--- config.mk ---
export PLATFORM = sky130hd
export DESIGN_NAME = spi_reg_peripheral
export DESIGN_NICKNAME = d
export VERILOG_FILES = /design/src/rtl/spi_reg_peripheral.sv
export SDC_FILE = /design/constraint.sdc
export NUM_CORES = 1
export LEC_CHECK = 0
export ABC_AREA = 1
export BUFFER_PORTS_ARGS = -buffer_cell sky130_fd_sc_hd__buf_2
export CORE_MARGIN = 2
export CORE_UTILIZATION = 50
export CTS_BUF_LIST = sky130_fd_sc_hd__clkbuf_8 sky130_fd_sc_hd__clkbuf_16
export CTS_CLUSTER_SIZE = 8
export DETAILED_ROUTE_END_ITERATION = 10
export HOLD_SLACK_MARGIN = 0.03
export PLACE_DENSITY = 0.72
export SLEW_MARGIN = 20
export SYNTH_ARGS = -nofsm -noshare
export SYNTH_HDL_FRONTEND = slang
export SYNTH_SLANG_ARGS = --single-unit
--- constraint.sdc ---
create_clock -name clk -period 3.2 [get_ports clk]
set_input_delay 0.16 -clock clk [delete_from_list [all_inputs] [get_ports clk]]
set_output_delay 0.16 -clock clk [all_outputs]
set_load 0.05 [all_outputs]
--- src/rtl/spi_reg_peripheral.sv ---
// SPI mode-0 write-only register target: synchronizes sclk/copi/ncs into clk,
// shifts 16-bit frames {rw, addr[6:0], data[7:0]} and commits writes to five 8-bit registers.
module spi_reg_peripheral #(
  parameter int SYNC_STAGES = 2,
  parameter int MAX_ADDR    = 4
) (
  input  logic       clk,
  input  logic       rst,
  input  logic       sclk,
  input  logic       copi,
  input  logic       ncs,
  output logic [7:0] en_reg_out_7_0,
  output logic [7:0] en_reg_out_15_8,
  output logic [7:0] en_reg_pwm_7_0,
  output logic [7:0] en_reg_pwm_15_8,
  output logic [7:0] pwm_duty_cycle,
  output logic       frame_done,
  output logic       frame_err
);

  typedef enum logic [1:0] {
    IDLE   = 2'd0,
    SHIFT  = 2'd1,
    COMMIT = 2'd2
  } state_t;

  localparam logic [6:0] MAX_ADDR_L = 7'(MAX_ADDR);
  localparam logic [4:0] CNT_FULL   = 5'd16;
  localparam logic [4:0] CNT_OVR    = 5'd17;

  state_t state;
  state_t state_next;

  logic [SYNC_STAGES-1:0] sclk_sync;
  logic [SYNC_STAGES-1:0] copi_sync;
  logic [SYNC_STAGES-1:0] ncs_sync;
  logic                   sclk_d;
  logic                   ncs_d;

  logic        sclk_s;
  logic        copi_s;
  logic        ncs_s;
  logic        sclk_rise;
  logic        ncs_fall;
  logic        ncs_rise;
  logic [4:0]  bit_count;
  logic [15:0] shift_reg;
  logic        frame_ok;

  // Presets match an idle bus (sclk low, ncs high) so reset itself creates no edges.
  always_ff @(posedge clk) begin
    if (rst) begin
      sclk_sync <= '0;
      copi_sync <= '0;
      ncs_sync  <= '1;
      sclk_d    <= 1'b0;
      ncs_d     <= 1'b1;
    end else begin
      sclk_sync <= {sclk_sync[SYNC_STAGES-2:0], sclk};
      copi_sync <= {copi_sync[SYNC_STAGES-2:0], copi};
      ncs_sync  <= {ncs_sync[SYNC_STAGES-2:0], ncs};
      sclk_d    <= sclk_sync[SYNC_STAGES-1];
      ncs_d     <= ncs_sync[SYNC_STAGES-1];
    end
  end

  assign sclk_s    = sclk_sync[SYNC_STAGES-1];
  assign copi_s    = copi_sync[SYNC_STAGES-1];
  assign ncs_s     = ncs_sync[SYNC_STAGES-1];
  assign sclk_rise = sclk_s & ~sclk_d;
  assign ncs_fall  = ~ncs_s & ncs_d;
  assign ncs_rise  = ncs_s & ~ncs_d;

  assign frame_ok = (bit_count == CNT_FULL) && shift_reg[15] &&
                    (shift_reg[14:8] <= MAX_ADDR_L);

  always_comb begin
    state_next = state;
    frame_done = 1'b0;
    frame_err  = 1'b0;
    case (state)
      IDLE:   if (ncs_fall) state_next = SHIFT;
      SHIFT:  if (ncs_rise) state_next = COMMIT;
      COMMIT: begin
        state_next = IDLE;
        frame_done = frame_ok;
        frame_err  = ~frame_ok;
      end
      default: state_next = IDLE;
    endcase
  end

  always_ff @(posedge clk) begin
    if (rst) begin
      state           <= IDLE;
      bit_count       <= '0;
      shift_reg       <= '0;
      en_reg_out_7_0  <= '0;
      en_reg_out_15_8 <= '0;
      en_reg_pwm_7_0  <= '0;
      en_reg_pwm_15_8 <= '0;
      pwm_duty_cycle  <= '0;
    end else begin
      state <= state_next;
      case (state)
        IDLE: begin
          if (ncs_fall) begin
            bit_count <= '0;
            shift_reg <= '0;
          end
        end
        SHIFT: begin
          // A chip-select rise in the same cycle ends the frame; that sclk edge is dropped.
          if (sclk_rise && !ncs_rise) begin
            shift_reg <= {shift_reg[14:0], copi_s};
            if (bit_count != CNT_OVR) bit_count <= bit_count + 5'd1;
          end
        end
        COMMIT: begin
          if (frame_ok) begin
            case (shift_reg[14:8])
              7'd0:    en_reg_out_7_0  <= shift_reg[7:0];
              7'd1:    en_reg_out_15_8 <= shift_reg[7:0];
              7'd2:    en_reg_pwm_7_0  <= shift_reg[7:0];
              7'd3:    en_reg_pwm_15_8 <= shift_reg[7:0];
              7'd4:    pwm_duty_cycle  <= shift_reg[7:0];
              default: ;
            endcase
          end
        end
        default: ;
      endcase
    end
  end

endmodule

==> impl_metrics.tcl, run 1 <==
set metrics [dict create \
    outcome "complete, no violations" \
    grt_use_met2 0.346 \
    cts_htree_levels 3 \
    grtUsageTotal 0.201 \
    rrSetupSlack_ns 1.54 \
    timing.hold.ws_ns 0.140 \
    cts_tree "yes" \
    num_rows 28 \
    p_per_area_nw_per_um2 536 \
    grt_pass1_vias 2411 \
    setup_violations 0 \
    leakage_nw 1.97 \
    hold_class "input pin to flop" \
    die_width_microns 82.4 \
    hold_viol 0 \
    cpMaxStageDelayCell "dfxtp_1" \
    ys_seq_area_frac 0.462 \
    arrival_ns 1.93 \
    finalPower_w 0.00192 \
    cp-start-kind "flop" \
    yosysWarnings 0 \
    gr-total-overflow 0 \
    cts_buffer_depth 2 \
    r2r_end "shift_reg[1]$_SDFFE_PP0P_" \
    synth_area_leader_cell "dfxtp_1" \
    finalCriticalPeriod_ns 2.09 \
    vias_per_cell 4.66 \
    final_common_cell "nor2_1" \
    drv_cap 0 \
    worst_skew_pair.late_latency_ns 0.35 \
    nNetsFinal 492 \
    drcViolationCount 0 \
    fmax_ghz 0.479 \
    r2r_start "state[1]$_SDFFE_PP0P_" \
    fin_crit_sh 0.652 \
    min_path_cells 2 \
    slew-limit-headroom 0.512 \
    drive_above_1_share 0.164 \
    num_io_pins 47 \
    place_congestion 0.836 \
    cp_data_required_time_ns 3.04 \
    largest_reg_flops 16 \
    core_area_sq_um 5920 \
    crit_buf_inv 2 \
    rsz0062_at_grt "false" \
    finish.utilization 0.605 \
    drt_iter0_markers 162 \
    met1_usage 0.238 \
    syn-num-nets 447 \
    dr.pass1.iters 4 \
    use_met3 0.0565 \
    postSynthCellCount 439 \
    dieArea_sq_um 6800 \
    ir_worst_vdd_mv 0.467 \
    drv_slew 0 \
    synth.top_cell.area_share 0.462 \
    final_cell_mix "nor2_1, nand2_1, dfxtp_1" \
    synth_area_sq_um 3080 \
    root_buffer "clkbuf_8" \
    synth_enable_flop_cells 0 \
    async_flop_share 0 \
    hold_start "rst" \
    clk_pin_slew_ns 0.07 \
    slowest_delay_ns 0.34 \
    min_to "sclk_sync[1]$_SDFF_PP0_" \
    grt_pass1_wl_microns 10400 \
    yosys-top-cells-area "dfxtp_1, nor2_1, nand2_1" \
    antenna_found_initial 0 \
    crit_top_cell "nand2_1" \
    path_max_fanout 6 \
    r2r_cells 8 \
    post_synth_num_cell_types 25 \
    finClkSkew_ns 0.0100 \
    synth.avg_cell_area_sq_um 7.01 \
    crit_chain "inv_1 -> ha_1 -> nand2_1 -> nor2_4 -> nand2_1 -> nor3_1 -> buf_2" \
    portBuffers 46 \
    synth-seq-cells 71 \
    routedWlPerCell_microns 11.2 \
    cts_made_buffers 9 \
    tightest_slew_ns 0.731 \
    dp_hpwl_microns 4050 \
    start_util 0.520 \
    wl_microns 6310 \
    n_antenna_cell 0 \
    busiest_layer "met2" \
    vias 2631 \
    path_delay_family "simple AND/OR/NAND/NOR gates" \
    fin_tns_setup_ns 0 \
    grt_max_degree 34 \
    syn_to_final_growth_pct 16.5 \
    clock_sinks 71 \
    crit_path_end_kind "output pin" \
    ys.flop_type "dfxtp_1" \
    die_height_microns 82.4 \
    antenna_left 0 \
    crit_type "flop to output pin" \
]
[power by group]
part | switching (W) | internal [W] | total, W | leakage [nW]
combinational | 0.0000702 | 0.0000302 | 0.000100 | 1.27
sequential | 0.0000250 | 0.000901 | 0.000926 | 0.575
clock | 0.000334 | 0.000560 | 0.000894 | 0.130
total | 0.000429 | 0.00149 | 0.00192 | 1.97
[metal layers]
metal | up-vias | part of all wire
met2 | 67 | 0.46
met3 | 10 | 0.061
met1 | 1148 | 0.46
li1 | 1406 | -
met5 | - | 0
met4 | 0 | 0.012
[worst max-delay path by stage]
stage,cells past startpoint,from,slack [ns],endpoint
6_report,7,bit_count[0]$_SDFFE_PP0P_,1.11,frame_done
5_1_grt,7,bit_count[0]$_SDFFE_PP0P_,0.98,frame_done
4_1_cts,7,bit_count[0]$_SDFFE_PP0P_,1.11,frame_done
3_5_place_dp,7,bit_count[0]$_SDFFE_PP0P_,1.50,frame_done
3_3_place_gp,5,rst,1.53,shift_reg[0]$_SDFFE_PP0P_
2_1_floorplan,6,bit_count[0]$_SDFFE_PP0P_,0.97,frame_done
[cell usage after synthesis (2+ instances only)]
| master | n |
|---|---|
| inv_1 | 60 |
| buf_6 | 5 |
| nand2_2 | 2 |
| nand4_1 | 2 |
| a21oi_1 | 20 |
| nand4_4 | 5 |
| or2_2 | 2 |
| inv_2 | 3 |
| nor3_1 | 4 |
| dfxtp_1 | 71 |
| nor2_2 | 2 |
| clkbuf_1 | 3 |
| o21ai_0 | 17 |
| nor2_1 | 119 |
| nand3_1 | 9 |
| nand2_1 | 98 |
| nor2_4 | 2 |
| buf_2 | 6 |
| ha_1 | 3 |
[through the flow]
| step | std cells | setup WS, ns | instance area, sq um |
|---|---|---|---|
| 2_1_floorplan | 439 | 0.974 | 3080 |
| 3_3_place_gp | 545 | 1.53 | 3300 |
| 3_5_place_dp | 545 | 1.50 | 3300 |
| 4_1_cts | 564 | 1.11 | 3580 |
| 5_1_grt | 564 | 0.976 | 3580 |
| 6_report | 564 | 1.11 | 3580 |
[area by class of cell]
| class | instances | area, sq um |
|---|---|---|
| Fill cell | 579 | 2340 |
| Sequential cell | 71 | 1420 |
| Multi-Input combinational cell | 288 | 1310 |
| Timing Repair Buffer | 50 | 268 |
| Inverter | 64 | 240 |
| Clock buffer | 11 | 151 |
| Clock inverter | 5 | 104 |
| Tap cell | 75 | 93.8 |
[cells by family after synthesis]
| logic type | Yosys count | share of synthesized area |
|---|---|---|
| XOR/XNOR | 1 | 0.00285 |
| AND/OR/NAND/NOR | 246 | 0.348 |
| buffers and inverters | 80 | 0.113 |
| adder cells (fa/ha/maj) | 3 | 0.0122 |
| AO/OA/AOI/OAI | 38 | 0.0618 |
| flip-flops | 71 | 0.462 |
[what timing repair did]
action / in CTS / in global routing
setup buffers: 0 / 0
hold buffers: 3 / 0
resized for setup: 0 / 0
endpoints found under the hold margin: 3 / 0
(Power assumes the default switching activity.)
==> run 2: changes to the inputs <==
- ABC_AREA: 1 -> 0
- PLACE_DENSITY: 0.72 -> 0.75
- clock period: 3.2 -> 1.85 ns (I/O delays scaled with it)
==> run 2 against run 1 <==
Net effect: utilization rose by 1.7 points; combinational power fell by 9%; sequential power rose by 66%; critical path depth did not move; register-to-register slack got worse by 1.3 ns; final area fell by 3.8%; via count fell by 19%; clock skew rose by 0.0011 ns; wire length fell by 11%; worst setup slack got worse by 1.0 ns; power rose by 55%; non-clock buffer count rose by 8; largest cell class unchanged; largest power group unchanged.
==> impl_metrics.tcl, run 2 <==
set metrics [dict create \
    core_area_sq_um 5540 \
    syn_to_final_growth_pct 19.7 \
    post_cts_buffers 0 \
    portBuffers 46 \
    drt_iter0_markers 78 \
    placed_area_sq_um 3170 \
    ys_seq_area_frac 0.493 \
    synth.top_cell.area_share 0.493 \
    tightest_slew_ns 0.538 \
    power.share.clock 0.453 \
    yosysWarnings 0 \
    fmax_ghz 0.576 \
    die_height_microns 79.9 \
    path_delay_family "simple AND/OR/NAND/NOR gates" \
    cpMaxStageDelayCell "dfxtp_2" \
    power_frac_comb 0.030 \
    postSynthCellCount 288 \
    grtUsageTotal 0.190 \
    arrival_ns 1.64 \
    drv_cap 0 \
    r2r_start "state[0]$_SDFFE_PP0P_" \
    largest_reg_flops 16 \
    fin_tns_setup_ns 0 \
    intPower_w 0.00234 \
    antenna_found_initial 0 \
    place_congestion 0.827 \
    slowest_delay_ns 0.34 \
    finalPower_w 0.00298 \
    p_switching_w 0.000647 \
    finClkSkew_ns 0.0111 \
    final_cell_mix "dfxtp_1, buf_2, nand2b_1" \
    yosys-top-cells-area "dfxtp_1, mux2i_1, nand2b_1" \
    cts_buffer_depth 2 \
    outcome "complete, no violations" \
    synth_area_leader_cell "dfxtp_1" \
    dieArea_sq_um 6380 \
    syn-num-nets 296 \
    clk_pin_slew_ns 0.08 \
    vias 2126 \
    dp_hpwl_microns 3910 \
    leakage_nw 1.58 \
    path_max_fanout 5 \
    die_width_microns 79.9 \
    synth_common_cells "dfxtp_1, nand2b_1, mux2i_1, a21oi_1, nand3_1" \
    sw_frac_of_total 0.217 \
    cp-start-kind "flop" \
    async_flop_share 0 \
    hold_viol 0 \
    synth-seq-cells 71 \
    p_per_area_nw_per_um2 866 \
    hold_start "rst" \
    rsz0062_at_grt "true" \
    gr-total-overflow 0 \
    crit_chain "inv_1 -> ha_1 -> and2_1 -> nand3_1 -> a21oi_2 -> nor2b_4 -> buf_6" \
    post_synth_num_cell_types 34 \
    grt_pass1_vias 2010 \
    crit_start "bit_count[0]$_SDFFE_PP0P_" \
    final_common_cell "dfxtp_1" \
    clock_sinks 71 \
    synth.avg_cell_area_sq_um 10.0 \
    setup_violations 0 \
    dpl_worst_slack_ns 0.0700 \
    crit_buf_inv 2 \
    fill_cells 461 \
    nNetsFinal 346 \
    cts_made_buffers 9 \
    drive_above_1_share 0.245 \
    cp_data_required_time_ns 1.76 \
    finish.utilization 0.622 \
    worst_skew_pair.late_latency_ns 0.34 \
    cts_tree "yes" \
    wl_microns 5600 \
    num_io_pins 47 \
    stdcell_area_sq_um 3450 \
    synth_enable_flop_cells 0 \
    fin_ws_ns 0.113 \
    start_util 0.520 \
    n_antenna_cell 0 \
    hold_class "input pin to flop" \
    synth_area_sq_um 2880 \
    num_rows 27 \
    seq_power_share 0.517 \
    cts_htree_levels 3 \
    drv_slew 0 \
    drcViolationCount 0 \
    vias_per_cell 5.12 \
    routedWlPerCell_microns 13.5 \
    dr.pass1.iters 4 \
    ys.flop_type "dfxtp_1" \
    grt_max_degree 39 \
    yosysMostFrequentCell "dfxtp_1" \
    slew-limit-headroom 0.642 \
    grt_pass1_wl_microns 9430 \
    ir_worst_vdd_mv 0.551 \
    crit_path_end_kind "output pin" \
    finalCriticalPeriod_ns 1.74 \
    antenna_left 0 \
    root_buffer "clkbuf_8" \
    crit_type "flop to output pin" \
    fin_crit_sh 0.939 \
]
-- run 2: worst reg2reg max path, cell delays in order (launching register included) --
cell and delay [ns]:
dfxtp_1 0.51, and2b_1 0.29, a31oi_4 0.15, or4_1 0.48, a21oi_1 0.14
-- run 2: per-layer routing --
metal | GRT usage | up-vias | part of all wire
met5 | 0 | - | 0
met4 | 0.0780 | 0 | 0.0079
met3 | 0.0532 | 5 | 0.043
met2 | 0.295 | 39 | 0.47
met1 | 0.249 | 1004 | 0.48
li1 | - | 1078 | -
-- run 2: final cells by class --
class	count	area (sq um)	share of cell area
flip-flops and latches	71	1420	0.413
multi-input cells	194	1360	0.395
repair buffers	58	337	0.0976
clock buffers	9	124	0.0359
clock inverters	7	96.3	0.0279
well taps	72	90.1	0.0261
inverters	4	15.0	0.00436
-- run 2: worst paths after layout --
kind,endpoint,cells past startpoint,slack (ns)
setup / recovery,frame_done,7,0.11
hold / removal,pwm_duty_cycle[4]$_SDFFE_PP0P_,2,0.22
setup reg to reg,bit_count[2]$_SDFFE_PP0P_,4,0.20
hold reg to reg,ncs_sync[1]$_SDFF_PP1_,1,0.42
-- run 2: power by group through the flow --
stage               Combinational, W  Clock [W]  Sequential, W
floorplan                  0.0000716          0        0.00157
global placement           0.0000861          0        0.00158
detailed placement         0.0000865          0        0.00158
CTS                        0.0000918    0.00139        0.00154
global route               0.0000998    0.00144        0.00154
finish                     0.0000909    0.00135        0.00154
-- run 2: logic make-up after synthesis --
| kind of cell | synth area share |
|---|---|
| and+or+nand+nor | 0.254 |
| DFF | 0.493 |
| muxes | 0.139 |
| AOI/OAI and AO/OA | 0.0573 |
| buffers and inverters | 0.0400 |
| adders and majority gates | 0.0165 |
-- run 2: repair_timing --
action | CTS | global route
pin swaps | 0 | 0
hold endpoints to repair | 3 | 0
gates resized for setup | 1 | 8
endpoints found under the setup margin | 1 | 10
hold buffers | 3 | 0
-- run 2: per-stage QoR --
stage	hold WS (ns)	std cells
floorplan	0.199	288
global placement	0.279	396
detailed placement	0.280	396
CTS	0.203	415
global route	0.247	415
finish	0.215	415
==> run 3: changes to the inputs <==
- CTS_CLUSTER_DIAMETER: unset -> 200
- clock period: 1.85 -> 1.43 ns (I/O delays scaled with it)
==> run 3 against run 2 <==
Net effect: the flow now finishes with violations (setup timing); register-to-register slack worse by 0.41 ns; combinational power is 89% higher; clock skew is 0.0023 ns lower; worst hold slack worse by 0.033 ns; cell count is 7.2% higher; die area stayed put; sequential power is 29% higher; clock power is 14% higher; critical endpoint unchanged; largest power group unchanged; highest routed layer unchanged.
==> impl_metrics.tcl, run 3 (synthesis gave the netlist of run 2 again) <==
set metrics [dict create \
    fin_cells 445 \
    antenna_found_initial 0 \
    intPower_w 0.00290 \
    multi_input_area_sq_um 1580 \
    portBuffers 46 \
    sw_frac_of_total 0.218 \
    hold_class "input pin to flop" \
    die_width_microns 79.9 \
    clk_pin_slew_ns 0.07 \
    violations "setup timing" \
    leakage_nw 1.76 \
    dr.pass1.iters 4 \
    regArea_sq_um 1440 \
    final_cell_mix "dfxtp_1, buf_2, nand2b_1" \
    power_frac_comb 0.047 \
    crit_end "frame_done" \
    tightest_slew_ns 0.486 \
    fin_crit_sh 1.17 \
    num_rows 27 \
    arrival_ns 1.60 \
    die_height_microns 79.9 \
    syn_to_final_growth_pct 37.9 \
    r2r_start "shift_reg[11]$_SDFFE_PP0P_" \
    setup_violations 58 \
    power.share.clock 0.416 \
    num_io_pins 47 \
    root_buffer "clkbuf_8" \
    grtUsageTotal 0.220 \
    fin_ws_ns -0.242 \
    dp_hpwl_microns 4290 \
    slew-limit-headroom 0.676 \
    vias 2337 \
    finalPower_w 0.00370 \
    routedWlPerCell_microns 15.3 \
    min_path_cells 2 \
    nNetsFinal 376 \
    drv_cap 0 \
    seq_power_share 0.537 \
    fmax_ghz 0.598 \
    worst_skew_pair.late_latency_ns 0.33 \
    finClkSkew_ns 0.00880 \
    r2r_end "en_reg_pwm_15_8[0]$_SDFFE_PP0P_" \
    p_switching_w 0.000807 \
    dp_cells 422 \
    grt_pass1_wl_microns 10800 \
    drv_slew 0 \
    grt_max_degree 30 \
    hold_viol 0 \
    grt_pass1_vias 2278 \
    place_congestion 0.798 \
    core_area_sq_um 5540 \
    crit_path_end_kind "output pin" \
    antenna_left 0 \
    ir_worst_vdd_mv 0.641 \
    cp_data_required_time_ns 1.36 \
    vias_per_cell 5.25 \
    wl_microns 6810 \
    cts_made_buffers 9 \
    drt_iter0_markers 75 \
    timing.hold.ws_ns 0.182 \
    crit_start "bit_count[2]$_SDFFE_PP0P_" \
    finalCriticalPeriod_ns 1.67 \
    drive_above_1_share 0.418 \
    r2r_cells 6 \
    crit_type "flop to output pin" \
    gr-total-overflow 0 \
    fin_tns_setup_ns -5.74 \
    fill_cells 404 \
    cts_tree "yes" \
    n_antenna_cell 0 \
    clock_sinks 71 \
    cts_htree_levels 3 \
    dieArea_sq_um 6380 \
    cp-start-kind "flop" \
    start_util 0.520 \
    final_common_cell "dfxtp_1" \
    cts_buffer_depth 2 \
    rrSetupSlack_ns -0.21 \
    outcome "complete, but fails checks" \
    largest_reg_flops 16 \
    rsz0062_at_grt "true" \
    p_per_area_nw_per_um2 932 \
    drcViolationCount 0 \
    path_max_fanout 3 \
]
==> run 3: layer usage <==
layer | share of wire | track usage
met1 | 0.45 | 0.272
met4 | 0.020 | 0.117
met5 | 0 | 0
met3 | 0.038 | 0.0385
met2 | 0.49 | 0.363
==> run 3: power by group through the flow <==
stage	Clock, W	Combinational [W]	Sequential (W)
floorplan	0	0.0000938	0.00204
global placement	0	0.000130	0.00204
detailed placement	0	0.000130	0.00204
CTS	0.00157	0.000149	0.00199
global route	0.00167	0.000185	0.00199
finish	0.00154	0.000172	0.00199
==> run 3: worst max-delay path, cell delays in order, from the launching register on <==
cell and delay (ns):
dfxtp_1 0.33, nor3b_4 0.29, nand3_1 0.14, a21oi_2 0.18, nor2b_4 0.18, buf_6 0.16
==> run 3: how the worst min path moves through the flow <==
stage | from | to | slack (ns)
global placement | ncs | ncs_sync[0]$_SDFF_PP1_ | 0.26
CTS | rst | pwm_duty_cycle[4]$_SDFFE_PP0P_ | 0.14
global route | rst | pwm_duty_cycle[4]$_SDFFE_PP0P_ | 0.20
detailed placement | ncs | ncs_sync[0]$_SDFF_PP1_ | 0.26
finish | rst | pwm_duty_cycle[4]$_SDFFE_PP0P_ | 0.18
floorplan | ncs | ncs_sync[0]$_SDFF_PP1_ | 0.18
==> run 3: cell type report <==
type	instances	area share
Multi-Input combinational cell	194	0.398
Sequential cell	71	0.362
Timing Repair Buffer	88	0.165
Clock buffer	10	0.0346
Tap cell	72	0.0227
Clock inverter	6	0.0135
Inverter	4	0.00378
==> run 3: through the flow <==
| step | setup slack [ns] | instance area (sq um) | utilization |
|---|---|---|---|
| after floorplan | -0.0389 | 2900 | - |
| after global placement | -0.0818 | 3430 | 0.620 |
| after detailed placement | -0.144 | 3430 | 0.620 |
| after CTS | -0.208 | 3780 | 0.682 |
| after global routing | -0.343 | 3970 | 0.717 |
| final | -0.242 | 3970 | 0.717 |
==> run 3: what timing repair did <==
item | in CTS | in global routing
pin swaps | 18 | 29
gates resized for setup | 27 | 44
hold endpoints to repair | 3 | 0
buffers inserted | 3 | 3
hold buffers | 3 | 0
endpoints found under the setup margin | 52 | 63
